### src/rtl/cam_ctrl.sv
// Controller in front of an external CAM: it tracks which slots hold live keys
// and turns lookup/insert/delete/clear requests into CAM search and write cycles.
module cam_ctrl #(
    parameter int DATA_WIDTH = 4,
    parameter int ADDR_WIDTH = 2,
    parameter int SEARCH_LAT = 1
) (
    input  logic                  clk,
    input  logic                  rst,
    input  logic                  req_valid,
    output logic                  req_ready,
    input  logic [1:0]            req_op,
    input  logic [DATA_WIDTH-1:0] req_data,
    input  logic [ADDR_WIDTH-1:0] req_addr,
    output logic                  rsp_valid,
    input  logic                  rsp_ready,
    output logic [1:0]            rsp_status,
    output logic [ADDR_WIDTH-1:0] rsp_addr,
    output logic                  cam_start,
    output logic                  cam_write_enable,
    output logic [DATA_WIDTH-1:0] cam_din,
    output logic [ADDR_WIDTH-1:0] cam_write_addr,
    input  logic                  cam_match,
    input  logic [ADDR_WIDTH-1:0] cam_match_addr,
    output logic [ADDR_WIDTH:0]   count,
    output logic                  full
);

    // state  | meaning
    // IDLE   | waiting for a request; req_ready high
    // SEARCH | CAM search in flight; cam_start high for SEARCH_LAT+1 cycles
    // WRITE  | single-cycle CAM write into the chosen slot
    // RESP   | response held until rsp_ready
    typedef enum logic [1:0] {IDLE, SEARCH, WRITE, RESP} state_t;

    localparam int ENTRIES = 1 << ADDR_WIDTH;
    localparam int LAT_W   = (SEARCH_LAT > 0) ? $clog2(SEARCH_LAT + 1) : 1;

    localparam logic [ADDR_WIDTH:0] CNT_ONE  = 1;
    localparam logic [ADDR_WIDTH:0] CNT_FULL = ENTRIES[ADDR_WIDTH:0];

    localparam logic [1:0] OP_LOOKUP = 2'b00;
    localparam logic [1:0] OP_INSERT = 2'b01;
    localparam logic [1:0] OP_DELETE = 2'b10;
    localparam logic [1:0] OP_CLEAR  = 2'b11;

    localparam logic [1:0] ST_OK   = 2'b00;
    localparam logic [1:0] ST_MISS = 2'b01;
    localparam logic [1:0] ST_DUP  = 2'b10;
    localparam logic [1:0] ST_FULL = 2'b11;

    state_t                  state_q, state_nxt;
    logic                    ready_en_q;
    logic [1:0]              op_q;
    logic [DATA_WIDTH-1:0]   key_q;
    logic [ADDR_WIDTH-1:0]   slot_q;
    logic [LAT_W-1:0]        lat_q;
    logic [ENTRIES-1:0]      valid_q;
    logic [ADDR_WIDTH:0]     count_q;
    logic [1:0]              rsp_status_q;
    logic [ADDR_WIDTH-1:0]   rsp_addr_q;

    logic                    accept;
    logic                    qual_hit;
    logic                    need_write;
    logic [ADDR_WIDTH-1:0]   free_slot;
    logic [1:0]              srch_status;
    logic [ADDR_WIDTH-1:0]   srch_addr;
    logic [ADDR_WIDTH-1:0]   srch_slot;

    assign full   = (count_q == CNT_FULL);
    assign count  = count_q;
    assign accept = req_valid && req_ready;

    always_comb begin
        free_slot = '0;
        for (int i = ENTRIES - 1; i >= 0; i--) begin
            if (!valid_q[i]) free_slot = ADDR_WIDTH'(i);
        end
    end

    // A CAM hit on a slot we have retired is stale and only good for reuse.
    always_comb begin
        qual_hit    = cam_match && valid_q[cam_match_addr];
        need_write  = 1'b0;
        srch_status = ST_OK;
        srch_addr   = '0;
        srch_slot   = '0;
        if (op_q == OP_LOOKUP) begin
            srch_status = qual_hit ? ST_OK : ST_MISS;
            srch_addr   = qual_hit ? cam_match_addr : '0;
        end else if (qual_hit) begin
            srch_status = ST_DUP;
            srch_addr   = cam_match_addr;
        end else if (cam_match) begin
            need_write  = 1'b1;
            srch_slot   = cam_match_addr;
        end else if (full) begin
            srch_status = ST_FULL;
        end else begin
            need_write  = 1'b1;
            srch_slot   = free_slot;
        end
    end

    always_comb begin
        state_nxt        = state_q;
        req_ready        = ready_en_q && (state_q == IDLE);
        rsp_valid        = (state_q == RESP);
        cam_start        = (state_q == SEARCH);
        cam_write_enable = (state_q == WRITE);
        cam_din          = '0;
        cam_write_addr   = '0;
        rsp_status       = rsp_status_q;
        rsp_addr         = rsp_addr_q;
        case (state_q)
            IDLE: begin
                if (accept) begin
                    if (req_op == OP_LOOKUP || req_op == OP_INSERT) state_nxt = SEARCH;
                    else                                             state_nxt = RESP;
                end
            end
            SEARCH: begin
                cam_din = key_q;
                if (lat_q == '0) state_nxt = need_write ? WRITE : RESP;
            end
            WRITE: begin
                cam_din        = key_q;
                cam_write_addr = slot_q;
                state_nxt      = RESP;
            end
            RESP: begin
                if (rsp_ready) state_nxt = IDLE;
            end
            default: state_nxt = IDLE;
        endcase
    end

    always_ff @(posedge clk or negedge rst) begin
        if (!rst) begin
            state_q      <= IDLE;
            ready_en_q   <= 1'b0;
            op_q         <= OP_LOOKUP;
            key_q        <= '0;
            slot_q       <= '0;
            lat_q        <= '0;
            valid_q      <= '0;
            count_q      <= '0;
            rsp_status_q <= ST_OK;
            rsp_addr_q   <= '0;
        end else begin
            state_q    <= state_nxt;
            ready_en_q <= 1'b1;
            case (state_q)
                IDLE: begin
                    if (accept) begin
                        op_q  <= req_op;
                        key_q <= req_data;
                        lat_q <= LAT_W'(SEARCH_LAT);
                        if (req_op == OP_DELETE) begin
                            if (valid_q[req_addr]) begin
                                valid_q[req_addr] <= 1'b0;
                                count_q           <= count_q - CNT_ONE;
                                rsp_status_q      <= ST_OK;
                                rsp_addr_q        <= req_addr;
                            end else begin
                                rsp_status_q      <= ST_MISS;
                                rsp_addr_q        <= '0;
                            end
                        end else if (req_op == OP_CLEAR) begin
                            valid_q      <= '0;
                            count_q      <= '0;
                            rsp_status_q <= ST_OK;
                            rsp_addr_q   <= '0;
                        end
                    end
                end
                SEARCH: begin
                    if (lat_q != '0) begin
                        lat_q <= lat_q - LAT_W'(1);
                    end else begin
                        rsp_status_q <= srch_status;
                        rsp_addr_q   <= srch_addr;
                        slot_q       <= srch_slot;
                    end
                end
                WRITE: begin
                    valid_q[slot_q] <= 1'b1;
                    count_q         <= count_q + CNT_ONE;
                    rsp_status_q    <= ST_OK;
                    rsp_addr_q      <= slot_q;
                end
                default: ;
            endcase
        end
    end

endmodule

### config.mk
export PLATFORM = sky130hd
export DESIGN_NAME = cam_ctrl
export DESIGN_NICKNAME = d
export VERILOG_FILES = /design/src/rtl/cam_ctrl.sv
export SDC_FILE = /design/constraint.sdc
export NUM_CORES = 1
export LEC_CHECK = 0
export ABC_AREA = 1
export CORE_MARGIN = 8
export CORE_UTILIZATION = 42
export CTS_BUF_LIST = sky130_fd_sc_hd__clkbuf_8
export DETAILED_ROUTE_END_ITERATION = 8
export PLACE_DENSITY = 0.71
export SYNTH_ARGS = -nofsm -noshare
export SYNTH_HDL_FRONTEND = slang
export SYNTH_SLANG_ARGS = --single-unit
### constraint.sdc
create_clock -name clk -period 1.7 [get_ports clk]
set_clock_uncertainty 0.05 [all_clocks]
set_input_delay 0.255 -clock clk [delete_from_list [all_inputs] [get_ports clk]]
set_output_delay 0.255 -clock clk [all_outputs]
set_load 0.03 [all_outputs]
# Yosys cells after proc, flatten, opt, wreduce, memory -nomap -nowiden
# Index checks and enable logic that the tools add are counted.
[totals]
word_cells = 111
memories = 0
ram_bits = 0
rom_bits = 0
ff_bits = 23
latchBits = 0
out_inout_bits = 18
[op_classes]
reduce_logical = 19
n_mux = 58
shifts = 0
n_div = 0
n_mul = 0
n_addsub = 3
n_lt_le_gt_ge = 5
bitwise_logic = 4
n_eq_ne = 12
[ops]
columns = ["op", "n"]
rows = [
  ["2-to-1 mux 2 bit", 26],
  ["2-to-1 mux 4 bit", 5],
  ["2-to-1 mux 1 bit", 13],
  ["2-to-1 mux 3 bit", 4],
  ["case mux 2 bit (3 select lines)", 2],
  ["less-than comparator 2 x 3 -> 1 bit (second input constant)", 3],
  ["== test 2 bit (second input constant)", 4],
  ["case mux 2 bit (4 select lines)", 1],
  ["case mux 4 bit (2 select lines)", 1],
  ["AND reduction 4 bit", 2],
  ["zero test 2 bit", 3],
  ["case mux 3 bit (2 select lines)", 1],
  ["AND reduction 2 bit", 3],
  ["logical AND 1 bit", 5],
  ["bitwise AND 4 bit", 1],
  ["binary-select mux 1 bit (select 2 bit)", 2],
  ["demux 1 bit (select 2 bit)", 2],
  ["== test 2 x 1 -> 1 bit (second input constant)", 2],
  [">= comparator 2 x 1 -> 1 bit (second input constant)", 2],
  ["inequality test 2 bit (second input constant)", 2],
  ["NOT 4 bit", 1],
  ["bitwise OR 4 bit", 1],
  ["nonzero test 2 bit", 2],
  ["adder 3 x 1 -> 3 bit (second input constant)", 1],
  ["other kinds (12)", 12],
]

# Depth between registers and ports, before layout
[logic_depth]
ltp_word = 10
mapped_depth = 11
depth_no_buf = 11

# Least setup slack after synthesis
# No wires, ideal clock.
[synth_path]
kind = "reg2reg"
from = "register count_q[0], in the netlist count[0]"
to = "register rsp_status_q[0], in the netlist rsp_status[0]"
t_arrival_ns = 1.597
synth_period_minus_slack_ns = 1.764
n_path_buf = 0
t_required_ns = 1.533
slack_ns = -0.064
path_stages_with_launch = 10
path_cell_list = "dfrtp_1 -> inv_1 -> ha_1 -> ha_1 -> a21oi_1 -> nor2_1 -> nand2_1 -> o21ai_0 -> nand2_1 -> nand2_1"
[synth_via]
elab_chain_cells = 7
[synth_rtl]
columns = ["element", "line_no", "rtl"]
rows = [
  ["start: declaration", "59", "logic [ADDR_WIDTH:0] count_q;"],
  ["start signal: assignment", "163", "count_q <= count_q - CNT_ONE;"],
  ["start signal: assignment", "189", "count_q <= count_q + CNT_ONE;"],
  ["== test 3 bit", "71", "assign full = (count_q == CNT_FULL);"],
  ["named net full", "26", "output logic full"],
  ["2-to-1 mux 2 bit", "98", "end else if (full) begin"],
  ["2-to-1 mux 2 bit", "95", "end else if (cam_match) begin"],
  ["2-to-1 mux 2 bit", "92", "end else if (qual_hit) begin"],
  ["2-to-1 mux 2 bit", "89", "if (op_q == OP_LOOKUP) begin"],
  ["2-to-1 mux 2 bit", "179", "if (lat_q != '0) begin"],
  ["case mux 2 bit (3 select lines)", "154", "case (state_q)"],
  ["end signal: assignment", "182", "rsp_status_q <= srch_status;"],
  ["end: declaration", "60", "logic [1:0] rsp_status_q;"],
]
# The timed path passes the listed nets, and every way through them passes these cells. The select of a mux whose other input is x is not followed.
# A chain may end at the register's enable or synchronous reset.

# Final worst setup path
[layout_path]
from = "register count_q[0], in the netlist count[0]"
to = "output count[0]"
[layout_lines]
columns = ["element", "line_no", "rtl"]
rows = [
  ["end: declaration", "25", "output logic [ADDR_WIDTH:0] count,"],
]
# No word-level cell between the ends.

==> flow_summary.yaml <==
clock_network:
  clock_latency_ps: 270
  cts_tree: "yes"
  cts.htree.levels: 1
  cts_made_buffers: 3
  clock-sinks: 23
  cts_hold_buf: 0
  cts_buffer_depth: 2
  clkSlewWorstSetupHoldPaths_ps: 90
  cts-root-buf: "clkbuf_8"
placed_design:
  dp_cells: 307
  gp_congestion: 0.8699
  portBuffers: 32
  dp_hpwl_um: 3022
  pre_cts_slack_ps: -52.91
synth:
  synth-seq-area-share_pct: 37.31
  synth-seq-cells: 23
  syn_inst: 217
  yosysTopAreaCellShare_pct: 37.31
  yosys-top-cells-area: "dfrtp_1, nand2_1, inv_1, ha_1, o21ai_0"
  synth.cell_area_um2: 1543
  synth.yosys.warnings: 0
  synth_top_area_cell: "dfrtp_1"
  synthDistinctLibCells: 25
  syn_area_per_cell_um2: 7.109
  syn-num-nets: 239
detailed_routing:
  antenna_left: 0
  viasPerCell: 4.805
  vias: 1504
  drc: 0
  wl_um: 3786
  drtIter0Drc: 81
  dr.pass1.iters: 4
  wl_per_cell_um: 12.10
grt:
  grt_overflow: 0
  grt_pass1_wl_um: 6858
  antenna_found_initial: 0
  grt_max_degree: 24
  grt_usage_pct: 13.72
  grt_pass1_vias: 1563
worst_setup_path:
  crit_slowest_cell: "clkdlybuf4s50_1"
  cp_data_required_time_ps: 1390
  crit_chain: "clkdlybuf4s50_1"
  worstSetupStartpointType: "flop"
  path_class: "flop to output port"
  arrival_ps: 1360
  crit_buf_inv: 1
  critical_path.max_stage_delay_ps: 690
  critPathMaxFanout: 4
  endpoint_kind: "output port"
  cp_top_family: "buffers and inverters"
sta:
  post-route-min-period_ps: 1663
  hold_viol: 0
  period_share_pct: 97.85
  finalSetupViolations: 0
  rsz0062_at_grt: "yes"
  holdWs_ps: 282.0
  setup_ws_ps: 36.62
  slew_violations: 0
  fmax_ghz: 0.6012
layout:
  nNetsFinal: 288
  fillers: 337
  insertedDiodeCount: 0
  mostFrequentLayoutCell: "nand2_1"
  syn_to_final_growth_pct: 35.36
  final_cells: 313
  layout_common_cells: "nand2_1, inv_1, dfrtp_1, buf_4, clkdlybuf4s50_1"
  drive_above_1_share_pct: 21.13
die:
  initial_core_util_pct: 42.78
  die_h_um: 76.61
  die_w_um: 76.61
  io_pins: 33
  dieArea_um2: 5868
  rows: 22
  core-area_um2: 3606
power:
  peakVddDrop_mv: 0.8275
  leakagePower_nw: 1.121
  power.density_nw_per_um2: 1846
  totalPowerFinal_mw: 3.855
min_path:
  hp-class: "input port to asynchronous set/reset pin"
status:
  status: "complete, no violations"
flow_run:
  max-cap-violations: 0
## worst paths after layout
kind,start,to,slack [ps],cells past startpoint
min in group clk,key_q[1]$_DFFE_PN0P_,key_q[1]$_DFFE_PN0P_,430,2
hold reg to reg,key_q[1]$_DFFE_PN0P_,key_q[1]$_DFFE_PN0P_,430,2
setup reg to reg,state_q[1]$_DFFE_PN0P_,count[2]$_DFFE_PN0P_,90,9
setup / recovery,count[0]$_DFFE_PN0P_,count[0],40,1
max in group asynchronous,rst,count[1]$_DFFE_PN0P_,1070,2
hold / removal,rst,lat_q$_DFFE_PN0P_,280,2
## routing by layer
| metal | vias to the layer above | global-route usage [%] | part of all wire (%) |
|---|---|---|---|
| li1 | 779 | - | - |
| met2 | 39 | 23.22 | 46 |
| met5 | - | 0 | 0 |
| met4 | 0 | 4.615 | 0.92 |
| met3 | 4 | 2.830 | 5.7 |
| met1 | 682 | 16.77 | 47 |
## power by group
| part | internal, mW | switching [mW] | leakage (nW) |
|---|---|---|---|
| registers | 0.772 | 0.192 | 0.292 |
| logic | 1.01 | 1.54 | 0.803 |
| clock network | 0.164 | 0.180 | 0.0255 |
## state kept, by name (all words and copies together) (netlist names), 2 cells and up
signal	count
count	3
rsp_addr	2
state_q	2
slot_q	2
key_q	4
valid_q	4
op_q	2
rsp_status	2
## stage by stage
stage / setup TNS, ps / instance area [um^2] / utilization, %
global placement: -5.053 / 1976 / 54.79
floorplan: 0 / 1545 / -
finish: 0 / 2088 / 57.91
global route: -89.87 / 2088 / 57.91
detailed placement: -250.0 / 1976 / 54.79
CTS: 0 / 2059 / 57.11
## cell usage after synthesis
| cell type | instances |
|---|---|
| o21ai_0 | 14 |
| o21ai_1 | 1 |
| nand2_4 | 1 |
| clkbuf_1 | 1 |
| or2_1 | 1 |
| nor2_1 | 13 |
| nand2_1 | 68 |
| nand2_2 | 5 |
| conb_1 | 1 |
| dfrtp_1 | 23 |
| o21ai_2 | 8 |
| nand3_2 | 2 |
| nor3_1 | 1 |
| ha_1 | 7 |
| xor2_1 | 1 |
| o22ai_1 | 2 |
| a31oi_1 | 3 |
| nand3_1 | 6 |
| nand4_1 | 5 |
| a21oi_1 | 10 |
| inv_1 | 40 |
| a22oi_1 | 1 |
| buf_6 | 1 |
| nand3_4 | 1 |
| nor2_4 | 1 |
## cells by family (layout without fill, tap and decap cells)
group / count (synthesis) / after routing / synth area share, %
AO/OA/AOI/OAI: 39 / 39 / 15.17
adder cells (fa/ha/maj): 7 / 7 / 5.677
AND/OR/NAND/NOR: 104 / 104 / 30.33
XOR/XNOR: 1 / 1 / 0.5678
buffers and inverters: 42 / 90 / 10.71
flip-flops: 23 / 23 / 37.31
other: 1 / 1 / 0.2431
## repair_timing
item                                    in CTS  in global routing
endpoints found under the setup margin      13                 22
resized for setup                            8                 10
buffers inserted                             1                  1
## cell type report
type	instances	area (um^2)	share of cell area, %
well taps	48	60.06	2.876
multi-input cells	152	844.6	40.44
clock buffers	3	41.29	1.977
repair buffers	46	409.1	19.59
flip-flops and latches	23	578.1	27.68
clock inverters	1	5.005	0.2397
inverters	40	150.1	7.190
No activity file was read; power rests on OpenSTA's default activity.
